--- src/rtl/segment_load_controller_if.sv ---
// Request handshake from the microcode sequencer and descriptor-read bus
// for the segment load controller.
interface segment_load_controller_if #(
    parameter int ADDR_W = 32
) ();
    logic              req_valid;
    logic              req_ready;
    logic [2:0]        req_index;
    logic [15:0]       req_selector;
    logic              mem_req_valid;
    logic              mem_req_ready;
    logic [ADDR_W-1:0] mem_addr;
    logic              mem_rsp_valid;
    logic [31:0]       mem_rsp_data;

    // slave is the controller's view; master is the sequencer plus bus side
    modport slave (
        input  req_valid, req_index, req_selector,
        input  mem_req_ready, mem_rsp_valid, mem_rsp_data,
        output req_ready, mem_req_valid, mem_addr
    );

    modport master (
        output req_valid, req_index, req_selector,
        output mem_req_ready, mem_rsp_valid, mem_rsp_data,
        input  req_ready, mem_req_valid, mem_addr
    );
endinterface

--- src/rtl/segment_load_controller.sv ---
// Sequences segment register loads: real-mode base derivation, or protected-mode
// descriptor fetch from GDT/LDT with type/present checks, then commit or fault.
module segment_load_controller #(
    parameter int ADDR_W = 32
) (
    input  logic                  clock,
    input  logic                  reset,
    segment_load_controller_if.slave bus,
    input  logic                  protected_mode,
    input  logic [ADDR_W-1:0]     gdt_base,
    input  logic [15:0]           gdt_limit,
    input  logic [ADDR_W-1:0]     ldt_base,
    input  logic [15:0]           ldt_limit,
    output logic                  seg_write_enable,
    output logic [4:0]            seg_write_index,
    output logic [15:0]           seg_write_data,
    output logic                  cache_write_enable,
    output logic [2:0]            cache_index,
    output logic [ADDR_W-1:0]     cache_base,
    output logic [31:0]           cache_limit,
    output logic [7:0]            cache_attr,
    output logic                  done_valid,
    output logic                  fault_valid,
    output logic [7:0]            fault_vector,
    output logic [15:0]           fault_code,
    output logic                  busy
);

    typedef enum logic [3:0] {
        IDLE, CHECK, FETCH_LO, WAIT_LO, FETCH_HI, WAIT_HI, VALIDATE, COMMIT, FAULT
    } state_t;

    state_t            state_q;
    logic [2:0]        index_q;
    logic [15:0]       selector_q;
    logic              pm_q;
    logic [ADDR_W-1:0] tableBase_q;
    logic [15:0]       tableLimit_q;
    logic [31:0]       descLo_q;
    logic [31:0]       descHi_q;
    logic              reqReady_q;
    logic              busy_q;
    logic              memReqValid_q;
    logic [ADDR_W-1:0] memAddr_q;
    logic              segWe_q;
    logic [4:0]        segIndex_q;
    logic [15:0]       segData_q;
    logic              cacheWe_q;
    logic [2:0]        cacheIndex_q;
    logic [ADDR_W-1:0] cacheBase_q;
    logic [31:0]       cacheLimit_q;
    logic [7:0]        cacheAttr_q;
    logic              done_q;
    logic              faultValid_q;
    logic [7:0]        faultVector_q;
    logic [15:0]       faultCode_q;

    logic              selNull;
    logic              overLimit;
    logic [15:0]       selCode;
    logic [ADDR_W-1:0] descAddr;
    logic [31:0]       descBase32;
    logic [19:0]       limit20;
    logic [31:0]       descLimit;
    logic [7:0]        descAttr;
    logic              unusedHiBits;

    logic              goCommit_d;
    logic              goFault_d;
    logic [7:0]        faultVec_d;
    logic [15:0]       faultCode_d;
    logic [ADDR_W-1:0] base_d;
    logic [31:0]       limit_d;
    logic [7:0]        attr_d;

    assign selNull      = (selector_q[15:2] == 14'd0);
    assign overLimit    = ({selector_q[15:3], 3'b111} > tableLimit_q);
    assign selCode      = {selector_q[15:2], 2'b00};
    assign descAddr     = tableBase_q + ADDR_W'({selector_q[15:3], 3'b000});
    assign descBase32   = {descHi_q[31:24], descHi_q[7:0], descLo_q[31:16]};
    assign limit20      = {descHi_q[19:16], descLo_q[15:0]};
    assign descLimit    = descHi_q[23] ? {limit20, 12'hFFF} : {12'h000, limit20};
    assign descAttr     = descHi_q[15:8];
    assign unusedHiBits = ^descHi_q[22:20];

    // Decide the outcome of CHECK and VALIDATE; neither commit nor fault in CHECK means fetch
    always_comb begin
        goCommit_d  = 1'b0;
        goFault_d   = 1'b0;
        faultVec_d  = 8'd13;
        faultCode_d = 16'h0000;
        base_d      = '0;
        limit_d     = 32'h0000_0000;
        attr_d      = 8'h00;
        if (state_q == CHECK) begin
            if (index_q > 3'd5) begin
                goFault_d = 1'b1;
            end else if (!pm_q) begin
                goCommit_d = 1'b1;
                base_d     = ADDR_W'({selector_q, 4'h0});
                limit_d    = 32'h0000_FFFF;
                attr_d     = (index_q == 3'd0) ? 8'h9B : 8'h93;
            end else if (selNull) begin
                if (index_q <= 3'd1) goFault_d = 1'b1;
                else                 goCommit_d = 1'b1;
            end else if (overLimit) begin
                goFault_d   = 1'b1;
                faultCode_d = selCode;
            end
        end else if (state_q == VALIDATE) begin
            faultCode_d = selCode;
            base_d      = ADDR_W'(descBase32);
            limit_d     = descLimit;
            attr_d      = descAttr;
            if (!descAttr[4]) begin
                goFault_d = 1'b1;
            end else if (index_q == 3'd0 && !descAttr[3]) begin
                goFault_d = 1'b1;
            end else if (index_q == 3'd1 && (descAttr[3] || !descAttr[1])) begin
                goFault_d = 1'b1;
            end else if (index_q > 3'd1 && descAttr[3] && !descAttr[1]) begin
                goFault_d = 1'b1;
            end else if (!descAttr[7]) begin
                goFault_d  = 1'b1;
                faultVec_d = (index_q == 3'd1) ? 8'd12 : 8'd11;
            end else begin
                goCommit_d = 1'b1;
            end
        end
    end

    always_ff @(posedge clock) begin
        if (reset) begin
            state_q       <= IDLE;
            index_q       <= 3'd0;
            selector_q    <= 16'h0000;
            pm_q          <= 1'b0;
            tableBase_q   <= '0;
            tableLimit_q  <= 16'h0000;
            descLo_q      <= 32'h0;
            descHi_q      <= 32'h0;
            reqReady_q    <= 1'b1;
            busy_q        <= 1'b0;
            memReqValid_q <= 1'b0;
            memAddr_q     <= '0;
            segWe_q       <= 1'b0;
            segIndex_q    <= 5'd0;
            segData_q     <= 16'h0000;
            cacheWe_q     <= 1'b0;
            cacheIndex_q  <= 3'd0;
            cacheBase_q   <= '0;
            cacheLimit_q  <= 32'h0;
            cacheAttr_q   <= 8'h00;
            done_q        <= 1'b0;
            faultValid_q  <= 1'b0;
            faultVector_q <= 8'h00;
            faultCode_q   <= 16'h0000;
        end else begin
            segWe_q      <= 1'b0;
            cacheWe_q    <= 1'b0;
            done_q       <= 1'b0;
            faultValid_q <= 1'b0;
            case (state_q)
                IDLE: begin
                    if (bus.req_valid) begin
                        index_q      <= bus.req_index;
                        selector_q   <= bus.req_selector;
                        pm_q         <= protected_mode;
                        tableBase_q  <= bus.req_selector[2] ? ldt_base : gdt_base;
                        tableLimit_q <= bus.req_selector[2] ? ldt_limit : gdt_limit;
                        reqReady_q   <= 1'b0;
                        busy_q       <= 1'b1;
                        state_q      <= CHECK;
                    end
                end
                CHECK, VALIDATE: begin
                    if (goCommit_d) begin
                        segWe_q      <= 1'b1;
                        cacheWe_q    <= 1'b1;
                        done_q       <= 1'b1;
                        segIndex_q   <= {2'b00, index_q};
                        segData_q    <= selector_q;
                        cacheIndex_q <= index_q;
                        cacheBase_q  <= base_d;
                        cacheLimit_q <= limit_d;
                        cacheAttr_q  <= attr_d;
                        state_q      <= COMMIT;
                    end else if (goFault_d) begin
                        faultValid_q  <= 1'b1;
                        faultVector_q <= faultVec_d;
                        faultCode_q   <= faultCode_d;
                        state_q       <= FAULT;
                    end else begin
                        memReqValid_q <= 1'b1;
                        memAddr_q     <= descAddr;
                        state_q       <= FETCH_LO;
                    end
                end
                FETCH_LO: begin
                    if (bus.mem_req_ready) begin
                        memReqValid_q <= 1'b0;
                        state_q       <= WAIT_LO;
                    end
                end
                WAIT_LO: begin
                    if (bus.mem_rsp_valid) begin
                        descLo_q      <= bus.mem_rsp_data;
                        memReqValid_q <= 1'b1;
                        memAddr_q     <= memAddr_q + ADDR_W'(4);
                        state_q       <= FETCH_HI;
                    end
                end
                FETCH_HI: begin
                    if (bus.mem_req_ready) begin
                        memReqValid_q <= 1'b0;
                        state_q       <= WAIT_HI;
                    end
                end
                WAIT_HI: begin
                    if (bus.mem_rsp_valid) begin
                        descHi_q <= bus.mem_rsp_data;
                        state_q  <= VALIDATE;
                    end
                end
                COMMIT, FAULT: begin
                    reqReady_q <= 1'b1;
                    busy_q     <= 1'b0;
                    state_q    <= IDLE;
                end
                default: begin
                    reqReady_q    <= 1'b1;
                    busy_q        <= 1'b0;
                    memReqValid_q <= 1'b0;
                    state_q       <= IDLE;
                end
            endcase
        end
    end

    // Request strobe is gated by reset so an aborted fetch disappears immediately
    assign bus.mem_req_valid = memReqValid_q & ~reset;
    assign bus.mem_addr      = memAddr_q;
    assign bus.req_ready     = reqReady_q;

    assign seg_write_enable   = segWe_q;
    assign seg_write_index    = segIndex_q;
    assign seg_write_data     = segData_q;
    assign cache_write_enable = cacheWe_q;
    assign cache_index        = cacheIndex_q;
    assign cache_base         = cacheBase_q;
    assign cache_limit        = cacheLimit_q;
    assign cache_attr         = cacheAttr_q;
    assign done_valid         = done_q;
    assign fault_valid        = faultValid_q;
    assign fault_vector       = faultVector_q;
    assign fault_code         = faultCode_q;
    assign busy               = busy_q;

endmodule

--- src/flat_wrapper.sv ---
// flat-port wrapper written by rule: the top's interface ports become plain ports
module segment_load_controller_flat 
#(
    parameter int ADDR_W = 32
)
  (clock, reset, protected_mode, gdt_base, gdt_limit, ldt_base, ldt_limit, seg_write_enable, seg_write_index, seg_write_data, cache_write_enable, cache_index, cache_base, cache_limit, cache_attr, done_valid, fault_valid, fault_vector, fault_code, busy, bus_req_valid, bus_req_index, bus_req_selector, bus_mem_req_ready, bus_mem_rsp_valid, bus_mem_rsp_data, bus_req_ready, bus_mem_req_valid, bus_mem_addr);
  segment_load_controller_if #(.ADDR_W(ADDR_W)) bus_i ();
  input  logic clock;
  input  logic reset;
  input  logic protected_mode;
  input  logic [ADDR_W-1:0] gdt_base;
  input  logic [15:0] gdt_limit;
  input  logic [ADDR_W-1:0] ldt_base;
  input  logic [15:0] ldt_limit;
  output logic seg_write_enable;
  output logic [4:0] seg_write_index;
  output logic [15:0] seg_write_data;
  output logic cache_write_enable;
  output logic [2:0] cache_index;
  output logic [ADDR_W-1:0] cache_base;
  output logic [31:0] cache_limit;
  output logic [7:0] cache_attr;
  output logic done_valid;
  output logic fault_valid;
  output logic [7:0] fault_vector;
  output logic [15:0] fault_code;
  output logic busy;
  input wire logic [$bits(bus_i.req_valid)-1:0] bus_req_valid;
  input wire logic [$bits(bus_i.req_index)-1:0] bus_req_index;
  input wire logic [$bits(bus_i.req_selector)-1:0] bus_req_selector;
  input wire logic [$bits(bus_i.mem_req_ready)-1:0] bus_mem_req_ready;
  input wire logic [$bits(bus_i.mem_rsp_valid)-1:0] bus_mem_rsp_valid;
  input wire logic [$bits(bus_i.mem_rsp_data)-1:0] bus_mem_rsp_data;
  output wire logic [$bits(bus_i.req_ready)-1:0] bus_req_ready;
  output wire logic [$bits(bus_i.mem_req_valid)-1:0] bus_mem_req_valid;
  output wire logic [$bits(bus_i.mem_addr)-1:0] bus_mem_addr;
  assign bus_i.req_valid = bus_req_valid;
  assign bus_i.req_index = bus_req_index;
  assign bus_i.req_selector = bus_req_selector;
  assign bus_i.mem_req_ready = bus_mem_req_ready;
  assign bus_i.mem_rsp_valid = bus_mem_rsp_valid;
  assign bus_i.mem_rsp_data = bus_mem_rsp_data;
  assign bus_req_ready = bus_i.req_ready;
  assign bus_mem_req_valid = bus_i.mem_req_valid;
  assign bus_mem_addr = bus_i.mem_addr;
  segment_load_controller #(.ADDR_W(ADDR_W)) u_core (.clock(clock), .reset(reset), .bus(bus_i), .protected_mode(protected_mode), .gdt_base(gdt_base), .gdt_limit(gdt_limit), .ldt_base(ldt_base), .ldt_limit(ldt_limit), .seg_write_enable(seg_write_enable), .seg_write_index(seg_write_index), .seg_write_data(seg_write_data), .cache_write_enable(cache_write_enable), .cache_index(cache_index), .cache_base(cache_base), .cache_limit(cache_limit), .cache_attr(cache_attr), .done_valid(done_valid), .fault_valid(fault_valid), .fault_vector(fault_vector), .fault_code(fault_code), .busy(busy));
endmodule
--- config.mk ---
export PLATFORM = sky130hd
export DESIGN_NAME = segment_load_controller_flat
export DESIGN_NICKNAME = d
export VERILOG_FILES = /design/src/rtl/segment_load_controller_if.sv /design/src/rtl/segment_load_controller.sv /design/src/flat_wrapper.sv
export SDC_FILE = /design/constraint.sdc
export NUM_CORES = 1
export LEC_CHECK = 0
export BUFFER_PORTS_ARGS = -buffer_cell sky130_fd_sc_hd__buf_2
export CORE_MARGIN = 2
export CORE_UTILIZATION = 30
export CTS_BUF_LIST = sky130_fd_sc_hd__clkbuf_8
export DETAILED_ROUTE_END_ITERATION = 8
export GPL_TIMING_DRIVEN = 0
export SLEW_MARGIN = 0
export SYNTH_ARGS = -nofsm -noshare
export SYNTH_HDL_FRONTEND = slang
export SYNTH_SLANG_ARGS = --single-unit
--- constraint.sdc ---
create_clock -name clock -period 6.1 [get_ports clock]
set_input_delay 1.22 -clock clock [delete_from_list [all_inputs] [get_ports clock]]
set_output_delay 1.22 -clock clock [all_outputs]
set_load 0.01 [all_outputs]
=== After elaboration in Yosys (flattened, before gate mapping) ===
Cells that the tools add are included.

* Reductions and logical operators: 26
* Add/sub/neg operators: 2
* Multiplexer cells: 76
* Bitwise gates (word level): 6
* $lt $le $gt $ge: 4
* Eq/ne operators: 17

{| class="wikitable"
|+ Operators by type and width
! kind !! number
|-
| $mux W32 || 11
|-
| $mux W16 || 8
|-
| $mux W8 || 11
|-
| $pmux W32 S2 || 1
|-
| $add A32 B16 Y32 || 1
|-
| $add A32 B3 Y32 const B || 1
|-
| $mux W4 || 8
|-
| $mux W1 || 31
|-
| $pmux W4 S6 || 1
|-
| $mux W20 || 1
|-
| $eq A4 B3 Y1 const B || 4
|-
| $gt A16 B16 Y1 || 1
|-
| $logic_not A14 Y1 || 1
|-
| $ne A2 B2 Y1 const B || 7
|-
| $reduce_and A2 Y1 || 5
|-
| $reduce_and A5 Y1 || 2
|-
| $eq A4 B2 Y1 const B || 2
|-
| $reduce_or A2 Y1 || 3
|-
| $reduce_or A6 Y1 || 1
|-
| $not A1 Y1 || 5
|-
| $eq A4 B1 Y1 const B || 1
|-
| $eq A4 B4 Y1 const B || 1
|-
| $logic_and A1 B1 Y1 || 4
|-
| $logic_not A4 Y1 || 1
|-
| other kinds (17) || 19
|}

* Logic and storage cells: 152
* Flip-flop bits (word level): 288
* Bits of input ports: 153

=== Longest topological paths before layout ===
* Depth in word-level cells: 12
* Mapped depth: 12
* Gate-level depth less buffers: 11

=== Least setup slack after synthesis ===
Ideal clock, no wire load.

* Path type: input-to-output
* Start point: in reset
* End point: out bus_mem_req_valid
* Path slack: 2.979 ns
* Data arrival time: 1.901 ns
* Data required time: 4.880 ns
* Stages: 3
* Cells stage by stage: clkbuf_1 -> clkbuf_1 -> nor2b_1

* Cells in the longest elaborated chain, start to end: 2

{| class="wikitable"
|+ Ends and longest elaborated chain
! item !! line !! RTL
|-
| start, declared || flat_wrapper.sv:9 || <nowiki>input logic reset;</nowiki>
|-
| $not A1 Y1 || segment_load_controller.sv:241 || <nowiki>assign bus.mem_req_valid = memReqValid_q & ~reset;</nowiki>
|-
| $and A1 B1 Y1 || segment_load_controller.sv:241 ||
|-
| end, declared || flat_wrapper.sv:35 || <nowiki>output wire logic [$bits(bus_i.mem_req_valid)-1:0] bus_mem_req_valid;</nowiki>
|}

Every way passes these cells.

=== Worst setup path after layout ===
Same ends and word-level chain as after synthesis.

==> key figures <==
Run status
  • Outcome: complete, no violations

STA
  • Fin. max-slew vios: 0
  • Final setup violation count: 0
  • Slew HR: 36.0%
  • Tmin final: 3.92 ns
  • Measured slew at the worst slew-check pin: 0.960 ns
  • FMAX: 255 MHz
  • Fin. Hold Viols: 0
  • RSZ-0062 raised after global routing: no
  • Period utilization: 64.3%
  • Setup TNS: 0 ns
  • Clk_skew: 0.0352 ns

Place
  • RePlAce Congestion: 0.877
  • PortBufs: 302
  • Detailed placer's ending HPWL: 38300 um
  • Area after DPL: 14900 sq um

Worst setup path
  • CP required: 4.88 ns
  • CP max FO: 10
  • CP max stage delay: 0.62 ns
  • Crit-path slowest cell: clkbuf_1
  • Crit Path Class: input port to output port
  • Family with the most delay on the worst path: buffers and inverters
  • FF-to-FF path depth: 11
  • Worst path bufs/invs: 4
  • WP data arrival: 2.70 ns
  • Nature of the critical path endpoint: output port
  • Crit path depth: 5
  • CP Cell Sequence: buf_2 -> clkbuf_1 -> clkbuf_1 -> nor2b_1 -> buf_2
  • CP startpoint kind: input port

Power and ir drop
  • Peak supply drop: 191 uV
  • Register share of total power: 36.4%
  • Comb pwr share: 36.8%
  • Sw Pwr: 2880 uW
  • Lkg Pwr: 0.00659 uW
  • Cell Int Power: 4160 uW
  • Net Sw Frac: 40.9%
  • Clock power share: 26.7%
  • Pwr per Cell Area: 441 nW/um^2

Detailed routing
  • First-pass DRT Iterations: 5
  • Post-route ant nets: 0
  • Iter 0 DRT Violations: 1145
  • Vias per cell: 5.22
  • DR WL/cell: 20.4 um
  • Post-Route WL: 50600 um
  • Residual DRC: 0
  • Vias: 13.0k

Final layout
  • Area delta synth->final: 26.0%
  • Nets: 2084
  • Post-route cell area: 16000 sq um
  • Layout cell share with drive strength beyond 1: 22.0%
  • Final Util: 38.2%

CTS
  • H-tree depth: 2
  • CTS Hold Buffers Added: 0
  • Cts repair resizes: 0
  • Clock sinks: 279
  • Cts bufs inserted: 49
  • CTS tree: yes
  • Root Driver: clkbuf_8
  • CTS max path bufs: 3
  • Clock Pin Slew Worst Setup and Hold Paths: 0.06 ns
  • Postcts setup bufs: 0
  • Worst-Skew Late Latency: 0.61 ns

Logic synthesis
  • Top post-synthesis cells by area: dfxtp_1, nand2_1, a21oi_1
  • Largest area contributor in the netlist: dfxtp_1
  • Synth top area share: 44.0%
  • Warning count from the yosys run: 0
  • Number of synthesized register bits: 279
  • Synth Area per Inst: 8.22 sq um
  • FFs w/ async S/R, synth: 0%
  • Most numerous cell in the Yosys netlist: dfxtp_1
  • Number of synthesized flops with an enable pin: 0
  • Post-synth top flop: dfxtp_1
  • Synthesized netlist cell count: 1543
  • Synth top cells by count: dfxtp_1, nand2_1, nor2_1
  • Synth unique cells: 66
  • Cell Area, Synth: 12700 sq um
  • Sequential-to-total area share from yosys stat: 44.0%

Worst hold path
  • Hold Crit Class: flop to flop
  • Worst hold path cell count: 2

Floorplan
  • Die area: 44000 sq um
  • Die X: 210 um
  • Effective utilization at floorplan: 30.3%
  • Die H: 210 um
  • Core Region: 41900 sq um
  • FP Rows: 75
  • # IOs: 312

Global routing
  • Total gr overflow: 0
  • Met3 Resource Use GR: 4.44%
  • Largest net degree at the start of global routing: 15
  • Global route hottest layer: met2
  • Initial antenna violation count: 3
  • Met1 GRT Util: 29.4%
  • Total track usage: 22.3%
  • First-pass GRT wire length: 74800 um
  • Met2 Resource Use GR: 36.4%
  • Number of global-route vias before repair: 12.4k

Run
  • Max-cap violations: 0
==> power by group through the flow <==
| stage | clock (uW) | combinational, uW | sequential, uW |
|---|---|---|---|
| after floorplan | 0 | 1580 | 2540 |
| after global placement | 0 | 2520 | 2590 |
| after detailed placement | 0 | 2560 | 2600 |
| after CTS | 1910 | 2570 | 2560 |
| after global routing | 1990 | 2840 | 2610 |
| final | 1880 | 2600 | 2570 |
==> cells by family (layout without fill, tap and decap cells) <==
group / count (synthesis) / after routing / share of synthesized area, %
other cells: 1 / 10 / 0.0295
buf+inv: 162 / 554 / 5.51
compound gates: 418 / 418 / 21.9
simple gates: 574 / 574 / 19.5
fa+ha+maj: 28 / 28 / 2.82
flops: 279 / 279 / 44.0
xor+xnor: 23 / 23 / 1.59
mux: 58 / 58 / 4.67
==> registers in the layout (all words and copies together) (netlist names), 3 cells and up <==
| register | cells |
|---|---|
| u_core.state_q | 4 |
| u_core.descHi_q | 29 |
| u_core.fault_vector | 4 |
| u_core.cache_limit | 32 |
| u_core.cache_base | 32 |
| u_core.fault_code | 14 |
| u_core.tableBase_q | 32 |
| u_core.seg_write_data | 16 |
| u_core.seg_write_index | 3 |
| u_core.tableLimit_q | 16 |
| u_core.index_q | 3 |
| u_core.cache_attr | 8 |
| u_core.descLo_q | 32 |
| u_core.selector_q | 16 |
| u_core.bus.mem_addr | 32 |
==> worst paths after layout <==
path	to	startpoint	slack [ns]
worst max-delay path	bus_mem_req_valid	reset	2.18
worst min-delay path	u_core.seg_write_data[7]	u_core.seg_write_data[7]	0.46
worst max register to register	u_core.bus.mem_addr[27]	u_core.selector_q[3]	2.58
worst min register to register	u_core.seg_write_data[7]	u_core.seg_write_data[7]	0.46
==> through the flow <==
stage / total power (uW) / worst slack [ns] / cells / hold WS (ns)
after floorplan: 4120 / 2.98 / 1550 / 0.436
after global placement: 5110 / 2.23 / 2391 / 0.438
after detailed placement: 5160 / 2.21 / 2391 / 0.444
after CTS: 7040 / 2.18 / 2481 / 0.456
after global routing: 7440 / 2.11 / 2483 / 0.478
final: 7040 / 2.18 / 2483 / 0.458
==> cells in the final DEF, fill, tap and decap left out, types with 6 or more instances in the layout <==
master    count
o21ai_0      51
inv_1        46
a221oi_1      8
o211ai_1     10
a21oi_1     148
a31oi_1      16
conb_1        8
o22ai_1       6
a22o_1       14
nand3_1      34
buf_4        16
buf_1         8
a311oi_1     22
dfxtp_1     279
a21o_1        6
clkbuf_8     60
and4_1        6
and2_1        7
a211oi_1     57
a222oi_1      9
xnor2_1      17
nand2_1     265
clkinv_2      6
nor2_1      170
clkbuf_1     97
and3_1       19
mux2_2       10
nor3_1       25
mux2i_1      48
ha_1         27
nand4_1      18
a22oi_1      38
nor4_1       11
xor2_1        6
buf_2       309
==> metal layers <==
layer	wire, um	up-vias
met1	21900	6138
met2	23100	523
met3	4020	90
li1	-	6217
met5	7	-
met4	1550	2
==> final cells by class <==
| type | count | area [sq um] |
|---|---|---|
| clock inverter | 30 | 254 |
| antenna | 2 | 5.00 |
| sequential | 279 | 5590 |
| inverter | 31 | 116 |
| tap | 539 | 674 |
| fill | 4356 | 25900 |
| clock buffer | 60 | 826 |
| timing repair buffer | 302 | 1510 |
| buffer | 131 | 583 |
| multi-input combinational | 1109 | 6440 |
==> worst register-to-register path, delay by kind of cell (launching register included) <==
family	cells	cell delay, ns
AOI/OAI and AO/OA	4	1.19
DFF	1	0.58
and+or+nand+nor	3	0.60
adders and majority gates	2	0.67
buffers and inverters	1	0.06
muxes	1	0.32
Note: power is estimated with default switching activity, not from simulation.
